[src/rtl/mmio_dbg_ctrl.sv]
// MMIO slave for the 256-byte debug/telemetry window: counters, trace status, trace RAM reads via index.
// Latency: register read / any write ack at T+1; trace read strobes RAM at T and acks at T+2 (T = accept cycle).
// Backpressure: one outstanding request; mem_accept_o low in RAM_WAIT/RESP, the bus must hold or retry.
// Ports: clk_i/rst_i (sync, active-high); mem_* request/response bus; mcycle_i/minstret_i/stall_i live
//   counters; trace_* status inputs, RAM read strobe/index out, RAM data in (valid 1 cycle after strobe).
// Optional: define MMIO_SNAPSHOT_EN for coherent 64-bit counter reads (lo read latches hi into a shadow).
module mmio_dbg_ctrl #(
   parameter logic [31:0] BASE_ADDR     = 32'h8000_0000,
   parameter int          TRACE_DEPTH_W = 6
) (
   input  logic                     clk_i,
   input  logic                     rst_i,
   input  logic [31:0]              mem_addr_i,
   input  logic [31:0]              mem_data_wr_i,
   input  logic                     mem_rd_i,
   input  logic [3:0]               mem_wr_i,
   output logic                     mem_accept_o,
   output logic                     mem_ack_o,
   output logic                     mem_error_o,
   output logic [31:0]              mem_data_rd_o,
   input  logic [63:0]              mcycle_i,
   input  logic [63:0]              minstret_i,
   input  logic [63:0]              stall_i,
   input  logic                     trace_triggered_i,
   input  logic [TRACE_DEPTH_W-1:0] trace_wr_ptr_i,
   output logic                     trace_rd_en_o,
   output logic [TRACE_DEPTH_W-1:0] trace_rd_addr_o,
   input  logic [31:0]              trace_rd_pc_i,
   input  logic [31:0]              trace_rd_instr_i
);

   typedef enum logic [1:0] {IDLE, RAM_WAIT, RESP} state_t;

   state_t                   state_q, state_d;
   logic [TRACE_DEPTH_W-1:0] index_q;
   logic [31:0]              rdata_q;
   logic                     err_q;
   logic                     sel_instr_q;   // remembers 0x2C vs 0x28 across RAM_WAIT

   logic       is_wr, hit;
   logic [7:0] off;
   logic       rd_en, idx_we, resp_ld, resp_err;
   logic [31:0] resp_dat;

   logic unused_wdata;
   assign unused_wdata = ^mem_data_wr_i[31:TRACE_DEPTH_W];

   assign is_wr = |mem_wr_i;
   assign hit   = (mem_rd_i | is_wr) && (mem_addr_i[31:8] == BASE_ADDR[31:8]);
   assign off   = mem_addr_i[7:0];

`ifdef MMIO_SNAPSHOT_EN
   logic [31:0] shadow_q, shadow_nxt;
   logic        shadow_we;
`endif

   always_comb begin
      state_d  = state_q;
      rd_en    = 1'b0;
      idx_we   = 1'b0;
      resp_ld  = 1'b0;
      resp_err = 1'b0;
      resp_dat = 32'h0;
`ifdef MMIO_SNAPSHOT_EN
      shadow_we  = 1'b0;
      shadow_nxt = 32'h0;
`endif
      case (state_q)
         IDLE: begin
            if (hit) begin
               if (is_wr) begin
                  // A write wins over a simultaneous read; only a full-word write to the index is legal.
                  resp_ld = 1'b1;
                  state_d = RESP;
                  if (off == 8'h30 && mem_wr_i == 4'hF) idx_we = 1'b1;
                  else                                  resp_err = 1'b1;
               end else if (off == 8'h28 || off == 8'h2C) begin
                  rd_en   = 1'b1;
                  state_d = RAM_WAIT;
               end else begin
                  resp_ld = 1'b1;
                  state_d = RESP;
                  case (off)
                     8'h00: resp_dat = mcycle_i[31:0];
                     8'h08: resp_dat = minstret_i[31:0];
                     8'h10: resp_dat = stall_i[31:0];
`ifdef MMIO_SNAPSHOT_EN
                     8'h04, 8'h0C, 8'h14: resp_dat = shadow_q;
`else
                     8'h04: resp_dat = mcycle_i[63:32];
                     8'h0C: resp_dat = minstret_i[63:32];
                     8'h14: resp_dat = stall_i[63:32];
`endif
                     8'h20: resp_dat = {31'b0, trace_triggered_i};
                     8'h24: resp_dat = {{(32-TRACE_DEPTH_W){1'b0}}, trace_wr_ptr_i};
                     8'h30: resp_dat = {{(32-TRACE_DEPTH_W){1'b0}}, index_q};
                     default: resp_err = 1'b1;
                  endcase
`ifdef MMIO_SNAPSHOT_EN
                  // Lo reads capture the matching hi half so the next hi read is coherent.
                  case (off)
                     8'h00: begin shadow_we = 1'b1; shadow_nxt = mcycle_i[63:32];   end
                     8'h08: begin shadow_we = 1'b1; shadow_nxt = minstret_i[63:32]; end
                     8'h10: begin shadow_we = 1'b1; shadow_nxt = stall_i[63:32];    end
                     default: ;
                  endcase
`endif
               end
            end
         end
         RAM_WAIT: begin
            resp_ld  = 1'b1;
            resp_dat = sel_instr_q ? trace_rd_instr_i : trace_rd_pc_i;
            state_d  = RESP;
         end
         RESP:    state_d = IDLE;
         default: state_d = IDLE;
      endcase
   end

   always_ff @(posedge clk_i) begin
      if (rst_i) begin
         state_q     <= IDLE;
         index_q     <= '0;
         rdata_q     <= 32'h0;
         err_q       <= 1'b0;
         sel_instr_q <= 1'b0;
`ifdef MMIO_SNAPSHOT_EN
         shadow_q    <= 32'h0;
`endif
      end else begin
         state_q <= state_d;
         if (idx_we)  index_q     <= mem_data_wr_i[TRACE_DEPTH_W-1:0];
         if (rd_en)   sel_instr_q <= off[2];
         if (resp_ld) begin
            rdata_q <= resp_dat;
            err_q   <= resp_err;
         end
`ifdef MMIO_SNAPSHOT_EN
         if (shadow_we) shadow_q <= shadow_nxt;
`endif
      end
   end

   assign mem_accept_o    = (state_q == IDLE);
   assign mem_ack_o       = (state_q == RESP);
   assign mem_error_o     = err_q;
   assign mem_data_rd_o   = rdata_q;
   assign trace_rd_en_o   = rd_en & ~rst_i;
   assign trace_rd_addr_o = index_q;

endmodule

[config.mk]
export PLATFORM = sky130hd
export DESIGN_NAME = mmio_dbg_ctrl
export DESIGN_NICKNAME = d
export VERILOG_FILES = /design/src/rtl/mmio_dbg_ctrl.sv
export SDC_FILE = /design/constraint.sdc
export NUM_CORES = 1
export LEC_CHECK = 0
export CAP_MARGIN = 10
export CORE_AREA = 2 2 147 149
export CTS_BUF_LIST = sky130_fd_sc_hd__clkbuf_16
export DETAILED_ROUTE_END_ITERATION = 10
export DIE_AREA = 0 0 149 151
export MAX_ROUTING_LAYER = met4
export SYNTH_ARGS = -nofsm -noshare
export SYNTH_HDL_FRONTEND = slang
export SYNTH_SLANG_ARGS = --single-unit
[constraint.sdc]
create_clock -name clk_i -period 5.4 [get_ports clk_i]
set_input_delay 1.62 -clock clk_i [delete_from_list [all_inputs] [get_ports clk_i]]
set_output_delay 1.62 -clock clk_i [all_outputs]
set_load 0.1 [all_outputs]
==> flow_summary_export.csv, run 1 <==
group,metric,value,unit
outcome,outcome,"completed",
sta,setup-tns-final,0,ns
sta,fmax,0.1936,GHz
place,dpl_cell_area,0.007964,mm2
sta,finalCriticalPeriod,5.166,ns
critical_path,worstSetupPathType,"in -> out",
clocking,cts_max_level,2,
die,num_io_pins,376,
clocking,numCtsBuffers,5,
sta,hold_slack,0.4746,ns
critical_path,cp_max_fo,3,
routing,ant_nets,0,
grt,grt_antenna_before_repair,1,
synth,synthArstFlopShare,0,
grt,gr-max-usage-layer,"met2",
layout,syn2layout_area_growth,98.68,%
clocking,clk_pin_slew,0.07,ns
synth,syn_inst,520,
critical_path,reg2reg_depth,6,
place,post-place-ws,0.1152,ns
die,die_h,151,um
synth,yosysWarnings,0,
sta,rsz0062_at_grt,"no",
synth,syn_area,0.004088,mm2
clocking,cts_buffer_depth,2,
grt,grt_max_degree,43,
grt,met1_usage,0.2430,
critical_path,reg2reg_from,"state_q[1]$_SDFFE_PP0P_",
clocking,clk-insertion-delay-late,0.29,ns
sta,max_slew.worst_pin.slew,1.044,ns
sta,drv_slew,0,
synth,synthXorXnorAreaFrac,0,
die,start_util,0.1963,
synth,synthSimpleGateAreaFrac,0.2075,
power,p_per_area,120.4,mW/mm2
synth,synth_top_area_frac,0.2057,
hold_path,holdPathEnd,"mem_data_rd_o[27]$_SDFFE_PP0P_",
synth,synth_compound_area_frac,0.2862,
routing,dr.first_iter.drc_count,196,
critical_path,rrSetupSlack,3.31,ns
hold_path,hold_path_class,"reg -> reg",
run,cap_violations,0,
clocking,cts_num_sinks,42,
power,p_leak,2.659,nW
grt,met2_usage,0.3597,
grt,grt_usage,0.2078,
routing,firstDrtPassIters,4,
layout,drive_above_1_share,0.1323,
grt,grt_overflow,0,
clocking,cts_root_buffer,"clkbuf_16",
routing,post_drt_wl_per_cell,20.68,um
sta,hold_viol,0,
synth,synth_cell_types,43,
synth,synth-edff-count,0,
critical_path,r2r_end,"mem_data_rd_o[16]$_SDFFE_PP0P_",
critical_path,cp.arrival,3.55,ns
sta,finalClockSkew,0.002061,ns
power,vdd_drop_max,105.6,uV
sta,period_share,0.9566,
layout,nNetsFinal,1187,
grt,grt_pass1_vias,5771,
synth,ys_seq_area_frac,0.2057,
synth,synthAdderAreaFrac,0,
routing,drc_errors,0,
sta,max_slew_margin,0.3020,
grt,grt_pass1_wl,34250,um
synth,synth-seq-cells,42,
synth,yosysTopAreaCell,"dfxtp_1",
place,gp_congestion,0.8708,
place,hpwl,18680,um
synth,synth.mux.area_fraction,0.2470,
critical_path,required,3.78,ns
routing,via_per_inst,4.942,
clocking,cts_tree,"built",
die,row_count,53,
clocking,postCtsSetupRepairBufs,0,
die,core_area,0.02082,mm2
synth,syn_avg_cell_area,7.861,um2
hold_path,min_path_cells,2,
sta,worst_slack,0.2342,ns
critical_path,cp-start-kind,"input port",
synth,ys.flop_type,"dfxtp_1",
sta,setup_viol,0,
synth,syn-num-nets,854,
die,die_w,149,um
hold_path,min_from,"mem_data_rd_o[27]$_SDFFE_PP0P_",
place,port_buffers,349,
layout,design_area,0.008122,mm2
critical_path,crit_path_end_kind,"output port",
synth,synth_top_family_by_area,"compound AO/OA/AOI/OAI gates",
routing,wirelength,23370,um
routing,num_vias,5585,
power,p_total,0.9776,mW
grt,use_met3,0.04307,
die,die_area,0.02250,mm2
synth,yosys-top-cells-area,"dfxtp_1 (21%), mux2_2 (15%), mux2i_1 (9.6%)",
## state kept, by name, summed over array words and instances (netlist names)
signal           flops
mem_error_o          1
sel_instr_q          1
mem_data_rd_o       32
state_q              2
trace_rd_addr_o      6
## worst max path at each step
stage                               from            end  slack, ns  depth (start not counted)
after CTS                  mem_addr_i[4]  trace_rd_en_o       0.12                          6
after global placement     mem_addr_i[4]  trace_rd_en_o       0.12                          6
after global routing      mem_addr_i[11]  trace_rd_en_o       0.13                          6
final                      mem_addr_i[4]  trace_rd_en_o       0.23                          6
after floorplan           mem_addr_i[12]  trace_rd_en_o       0.05                          4
after detailed placement   mem_addr_i[4]  trace_rd_en_o       0.12                          6
## report_power, final
group	internal (mW)	leakage (nW)	total [mW]	switching [mW]
Clock	0.173	0.0664	0.315	0.141
Sequential	0.310	0.339	0.310	0.0000000125
Combinational	0.247	2.25	0.354	0.107
## area by class of cell
class                   instances  area, um2
repair buffers                377       3704
clock inverters                 3      23.77
diodes                          1      2.502
fillers                      2177      12700
multi-input cells             427       3080
flip-flops and latches         42      842.1
well taps                     275      344.1
clock buffers                   5      125.1
## per-layer routing
| layer | vias up | wire, um | part of all wire |
|---|---|---|---|
| li1 | 2682 | - | - |
| met1 | 2610 | 9414 | 0.40 |
| met2 | 267 | 11570 | 0.50 |
| met3 | 26 | 1774 | 0.076 |
| met4 | 0 | 610 | 0.026 |
| met5 | - | 0 | 0 |
## logic make-up (layout without fill, tap and decap cells)
logic type	count (synthesis)	after routing
simple gates	155	155
buf+inv	51	385
other cells	0	1
mux	93	93
compound gates	179	179
flops	42	42
## synthesized netlist by cell type (7+ instances only)
| cell type | number |
|---|---|
| a21oi_1 | 53 |
| a22oi_1 | 34 |
| a311oi_1 | 17 |
| and3_1 | 13 |
| buf_2 | 15 |
| clkbuf_1 | 28 |
| dfxtp_1 | 42 |
| mux2_2 | 53 |
| mux2i_1 | 39 |
| nand2_1 | 28 |
| nand3_1 | 45 |
| nor2_1 | 33 |
| nor2b_1 | 7 |
| nor4_1 | 7 |
| o211ai_1 | 16 |
| o21ai_0 | 21 |
| o21ai_1 | 11 |
| o221ai_1 | 9 |
| o22ai_1 | 7 |
## layout by cell type, fill, tap and decap left out, types with 2 or more instances in the layout
master             n
nor2_2             2
clkbuf_16          5
nand2_1           28
o21ai_0           21
o21ai_1           11
nor4b_2            3
o22ai_1            7
o211ai_1          16
mux2i_1           39
nand3_1           45
clkdlybuf4s50_1  346
a22oi_1           34
buf_2              2
nor2b_1            7
and3_1            13
a311oi_1          17
buf_4             28
nor4_1             7
nand3b_1           2
nor2_1            31
clkinvlp_4         2
o221ai_1           9
dfxtp_1           41
or4_1              2
mux2_2            53
nor4_4             4
a2bb2oi_1          5
a21oi_1           53
## stage by stage
| step | instances | utilization |
|---|---|---|
| after floorplan | 520 | - |
| after global placement | 1121 | 0.3825 |
| after detailed placement | 1121 | 0.3825 |
| after CTS | 1129 | 0.3896 |
| after global routing | 1130 | 0.3900 |
| final | 1130 | 0.3900 |
## critical path: stages
cell and delay (ns):
clkdlybuf4s50_1 0.44, nor4b_2 0.36, nand2_1 0.16, or4_1 0.60
nor2_2 0.17, buf_12 0.19
## repair_timing
action	CTS	global route
setup endpoints to repair	0	1
hold buffers	0	0
gates resized for setup	0	1
No activity file was read; power rests on OpenSTA's default activity.
==> run 2, diff against run 1 <==
--- a/config.mk
+++ b/config.mk
@@ -13,2 +13,3 @@
 export MAX_ROUTING_LAYER = met4
+export SLEW_MARGIN = 20
 export SYNTH_ARGS = -nofsm -noshare
==> constraint.sdc (replaced) <==
create_clock -name clk_i -period 5.4 [get_ports clk_i]
set_input_delay 1.08 -clock clk_i [delete_from_list [all_inputs] [get_ports clk_i]]
set_output_delay 1.08 -clock clk_i [all_outputs]
set_load 0.1 [all_outputs]
==> run 2 against run 1 <==
Combinational power fell by 1%. Final cell count fell by 1.2%. Clock power rose by 14%. Global-route usage fell by 0.26 points. First-iteration DRC count rose by 8.2%. Non-clock buffer count fell by 13. Register-to-register slack got worse by 0.50 ns. Count of clock-buffer cells in the layout did not move. Critical path type unchanged. Highest routed layer unchanged.
==> flow_summary_export.csv, run 2 (synthesis results as in run 1) <==
group,metric,value,unit
outcome,outcome,"completed",
routing,num_vias,5503,
layout,syn2layout_area_growth,96.76,%
grt,grt_pass1_wl,33340,um
die,die_h,151,um
clocking,numCtsBuffers,5,
place,dpl_cell_area,0.007865,mm2
grt,grt_antenna_before_repair,0,
routing,post_drt_wl_per_cell,20.99,um
hold_path,min_path_cells,2,
hold_path,holdPathEnd,"mem_data_rd_o[6]$_SDFFE_PP0P_",
layout,design_area,0.008043,mm2
critical_path,rrSetupSlack,2.81,ns
sta,hold_slack,0.4753,ns
place,port_buffers,349,
routing,wl_met3,1965,um
critical_path,required,4.32,ns
sta,drv_slew,0,
sta,rsz0062_at_grt,"no",
power,p_total,1.020,mW
clocking,cts_num_sinks,42,
critical_path,cp-start-kind,"input port",
clocking,cts_resized,0,
grt,grt_pass1_vias,5672,
routing,wirelength,23430,um
sta,fmax,0.2188,GHz
layout,drive_above_1_share,0.1153,
sta,max_slew_margin,0.3113,
place,hpwl,18600,um
sta,setup_viol,0,
hold_path,hold_path_class,"reg -> reg",
clocking,cts_max_level,2,
hold_path,min_from,"mem_data_rd_o[6]$_SDFFE_PP0P_",
critical_path,worstSetupPathType,"in -> out",
grt,grt_usage,0.2052,
layout,largest_register_ffs,32,
critical_path,crit_path_end_kind,"output port",
sta,finalCriticalPeriod,4.570,ns
sta,max_slew.worst_pin.slew,1.030,ns
clocking,cts_root_buffer,"clkbuf_16",
routing,route.met2.wl,11530,um
clocking,postCtsHoldBufs,0,
critical_path,reg2reg_depth,5,
routing,top_layer,"met4",
layout,fin_cells,1116,
layout,diodes,0,
clocking,clk_pin_slew,0.06,ns
die,num_io_pins,376,
die,core_area,0.02082,mm2
routing,via_per_inst,4.931,
routing,ant_nets,0,
routing,drc_errors,0,
layout,final_core_util,0.3863,
die,die_area,0.02250,mm2
sta,hold_viol,0,
grt,grt_max_degree,57,
clocking,postCtsSetupRepairBufs,0,
place,post-place-ws,0.8717,ns
routing,dr.first_iter.drc_count,212,
sta,worst_slack,0.8300,ns
grt,grt_overflow,0,
power,p_per_area,126.8,mW/mm2
critical_path,cp_max_fo,7,
power,p_leak,2.630,nW
layout,final_cell_mix,"clkdlybuf4s50_1 (346), mux2_2 (53), a21oi_1 (53)",
clocking,cts_buffer_depth,2,
die,start_util,0.1963,
sta,finalClockSkew,0.008312,ns
power,vdd_drop_max,106.3,uV
routing,met1_length,9205,um
critical_path,reg2reg_from,"state_q[0]$_SDFFE_PP0P_",
die,row_count,53,
critical_path,r2r_end,"mem_data_rd_o[12]$_SDFFE_PP0P_",
clocking,cts_tree,"built",
layout,layout_commonest_cell,"clkdlybuf4s50_1",
critical_path,cp.arrival,3.49,ns
routing,firstDrtPassIters,4,
die,die_w,149,um
layout,fillers,2179,
clocking,clk-insertion-delay-late,0.29,ns
place,dp_cells,1108,
sta,setup-tns-final,0,ns
layout,nNetsFinal,1174,
place,gp_congestion,0.8405,
sta,period_share,0.8463,
run,cap_violations,0,
run 2: cell count changes in the layout (fill, tap and decap cells not counted), moves of 2 or more:
| cell | change |
|---|---|
| buf_4 | -14 |
| clkinvlp_4 | -2 |
| nor2_1 | +2 |
| nor2_2 | -2 |
run 2: cell type report:
type | instances | area [um2] | share of cell area
clock buffers | 5 | 125.1 | 0.01556
multi-input cells | 427 | 3078 | 0.3827
repair buffers | 364 | 3610 | 0.4488
well taps | 275 | 344.1 | 0.04278
flip-flops and latches | 42 | 842.1 | 0.1047
clock inverters | 3 | 43.79 | 0.005445
run 2: how the worst max path moves through the flow:
stage | from | to | depth (start not counted)
floorplan | state_q[1]$_SDFFE_PP0P_ | trace_rd_en_o | 4
global placement | mem_addr_i[8] | trace_rd_en_o | 6
detailed placement | mem_addr_i[12] | trace_rd_en_o | 6
CTS | mem_addr_i[16] | trace_rd_en_o | 6
global route | mem_addr_i[12] | trace_rd_en_o | 6
finish | mem_addr_i[12] | trace_rd_en_o | 6
run 2: per-layer routing:
metal / up-vias / track usage
met5: - / -
met4: 0 / 0.07095
met3: 40 / 0.04849
met2: 276 / 0.3576
met1: 2533 / 0.2308
li1: 2654 / -
run 2: worst max-delay path, cell delays in order:
cell,delay (ns)
clkdlybuf4s50_1,0.40
nor4_1,0.31
nand4_1,0.51
or4_1,0.76
nor2_1,0.22
buf_12,0.21
run 2: power by group:
part | internal [mW] | leakage [nW] | switching (mW) | total, mW
logic | 0.243 | 2.21 | 0.107 | 0.350
registers | 0.310 | 0.339 | 0.0000000115 | 0.310
clock network | 0.219 | 0.0842 | 0.141 | 0.360
total | 0.772 | 2.63 | 0.248 | 1.02
==> run 3, diff against run 2 <==
- CORE_AREA: 2 2 147 149 -> 2 2 145 147
- DIE_AREA: 0 0 149 151 -> 0 0 147 149
- clock period: 5.4 -> 3.8 ns (I/O delays scaled with it)
==> run 3 against run 2 <==
Final cell count grew 0.81%. Worst hold slack worse by 0.0027 ns. Cell area is 0.79% higher. Largest cell class unchanged. Largest power group is now combinational cells. Sequential power grew 42%. Register-to-register slack lost 1.1 ns. Critical path depth up 1. Total power rose by 36%. Die area shrank 2.6%.
==> flow_summary_export.csv, run 3 (synthesis results as in run 1) <==
group,metric,value,unit
outcome,outcome,"completed",
clocking,cts_buffer_depth,2,
layout,largest_register_ffs,32,
die,die_h,149,um
power,p_per_area,170.5,mW/mm2
critical_path,worstSetupPathType,"in -> out",
critical_path,critPathMaxStageDelay,0.60,ns
sta,max_slew_margin,0.3117,
grt,grt_usage,0.2108,
sta,fmax,0.2897,GHz
clocking,postCtsSetupRepairBufs,0,
clocking,postCtsHoldBufs,0,
layout,diodes,0,
sta,worst_slack,0.3487,ns
critical_path,required,3.04,ns
die,row_count,53,
critical_path,crit_slowest_cell,"or4_1",
die,num_io_pins,376,
sta,hold_slack,0.4727,ns
hold_path,min_path_cells,2,
sta,finalClockSkew,0.005980,ns
layout,layout_commonest_cell,"clkdlybuf4s50_1",
hold_path,min_from,"mem_data_rd_o[25]$_SDFFE_PP0P_",
grt,grt_antenna_before_repair,0,
layout,final_cell_mix,"clkdlybuf4s50_1 (346), mux2_2 (53), a21oi_1 (53)",
place,hpwl,18710,um
clocking,cts_tree,"built",
die,die_w,147,um
critical_path,timing.critical_path.buf_inv,3,
hold_path,holdPathEnd,"mem_data_rd_o[25]$_SDFFE_PP0P_",
clocking,numCtsBuffers,5,
clocking,cts_max_level,2,
place,dp_cells,1117,
critical_path,cp_num_cells,7,
sta,rsz0062_at_grt,"no",
sta,period_share,0.9082,
critical_path,cp_top_family,"simple AND/OR/NAND/NOR gates",
clocking,cts_num_sinks,42,
sta,drv_slew,0,
routing,ant_nets,0,
die,die_area,0.02190,mm2
routing,num_vias,5544,
critical_path,rrSetupSlack,1.73,ns
run,cap_violations,0,
grt,grt_overflow,0,
grt,grt_pass1_vias,5720,
place,gp_congestion,0.8969,
power,p_leak,2.657,nW
critical_path,reg2reg_depth,7,
die,core_area,0.02056,mm2
place,post-place-ws,0.3311,ns
sta,setup_viol,0,
sta,finalCriticalPeriod,3.451,ns
layout,syn2layout_area_growth,98.32,%
clocking,clk-insertion-delay-late,0.29,ns
critical_path,cp_max_fo,4,
critical_path,reg2reg_from,"state_q[1]$_SDFFE_PP0P_",
layout,ff_latch_area,842.1,um2
clocking,clk_pin_slew,0.07,ns
grt,grt_pass1_wl,33960,um
critical_path,cp.arrival,2.69,ns
critical_path,cp_cell_sequence,"clkdlybuf4s50_1 -> nor4b_1 -> buf_4 -> nand2_1 -> or4_1 -> nor2_4 -> buf_12",
layout,multi_input_area,0.003079,mm2
routing,dr.first_iter.drc_count,203,
layout,drive_above_1_share,0.1259,
power,vdd_drop_max,131.0,uV
sta,hold_viol,0,
grt,grt_max_degree,57,
die,start_util,0.1988,
hold_path,hold_path_class,"reg -> reg",
routing,drc_errors,0,
routing,post_drt_wl_per_cell,20.63,um
sta,setup-tns-final,0,ns
routing,firstDrtPassIters,5,
layout,fillers,2155,
place,port_buffers,349,
layout,fin_cells,1125,
routing,via_per_inst,4.928,
routing,wirelength,23210,um
clocking,cts_resized,0,
clocking,cts_root_buffer,"clkbuf_16",
critical_path,crit_path_end_kind,"output port",
sta,max_slew.worst_pin.slew,1.029,ns
critical_path,r2r_end,"mem_data_rd_o[3]$_SDFFE_PP0P_",
layout,nNetsFinal,1183,
critical_path,cp-start-kind,"input port",
run 3: routing by layer:
layer,track usage,vias up,part of all wire
met5,-,-,0
met4,0.05288,0,0.020
met3,0.04954,22,0.078
met2,0.3761,289,0.51
met1,0.2391,2553,0.39
li1,-,2680,-
run 3: worst max-delay path by stage:
stage               slack [ns]       endpoint               startpoint
floorplan                  0.1  trace_rd_en_o  state_q[1]$_SDFFE_PP0P_
global placement          0.29  trace_rd_en_o            mem_addr_i[4]
detailed placement        0.33  trace_rd_en_o            mem_addr_i[4]
CTS                       0.33  trace_rd_en_o            mem_addr_i[4]
global route              0.21  trace_rd_en_o            mem_addr_i[4]
finish                    0.35  trace_rd_en_o            mem_addr_i[4]
run 3: where the power goes:
part	switching [mW]	total [mW]	internal [mW]
logic	0.152	0.502	0.350
clock network	0.198	0.440	0.242
registers	0.0000000168	0.440	0.440
run 3: layout make-up:
type	instances	area share
multi-input combinational	427	0.3798
timing repair buffer	373	0.4562
clock buffer	5	0.01543
tap	275	0.04244
sequential	42	0.1039
clock inverter	3	0.002161
run 3: per-stage QoR:
step	total power, mW	utilization	area [um2]
2_1_floorplan	0.5782	-	4098
6_report	1.382	0.3943	8107
3_5_place_dp	0.9544	0.3874	7964
3_3_place_gp	0.9524	0.3874	7964
4_1_cts	1.410	0.3943	8107
5_1_grt	1.454	0.3943	8107
run 3: tightest hold or removal path: stages (launching register included):
cell	delay (ns)
dfxtp_1	0.31
o21ai_0	0.06
a21oi_1	0.06
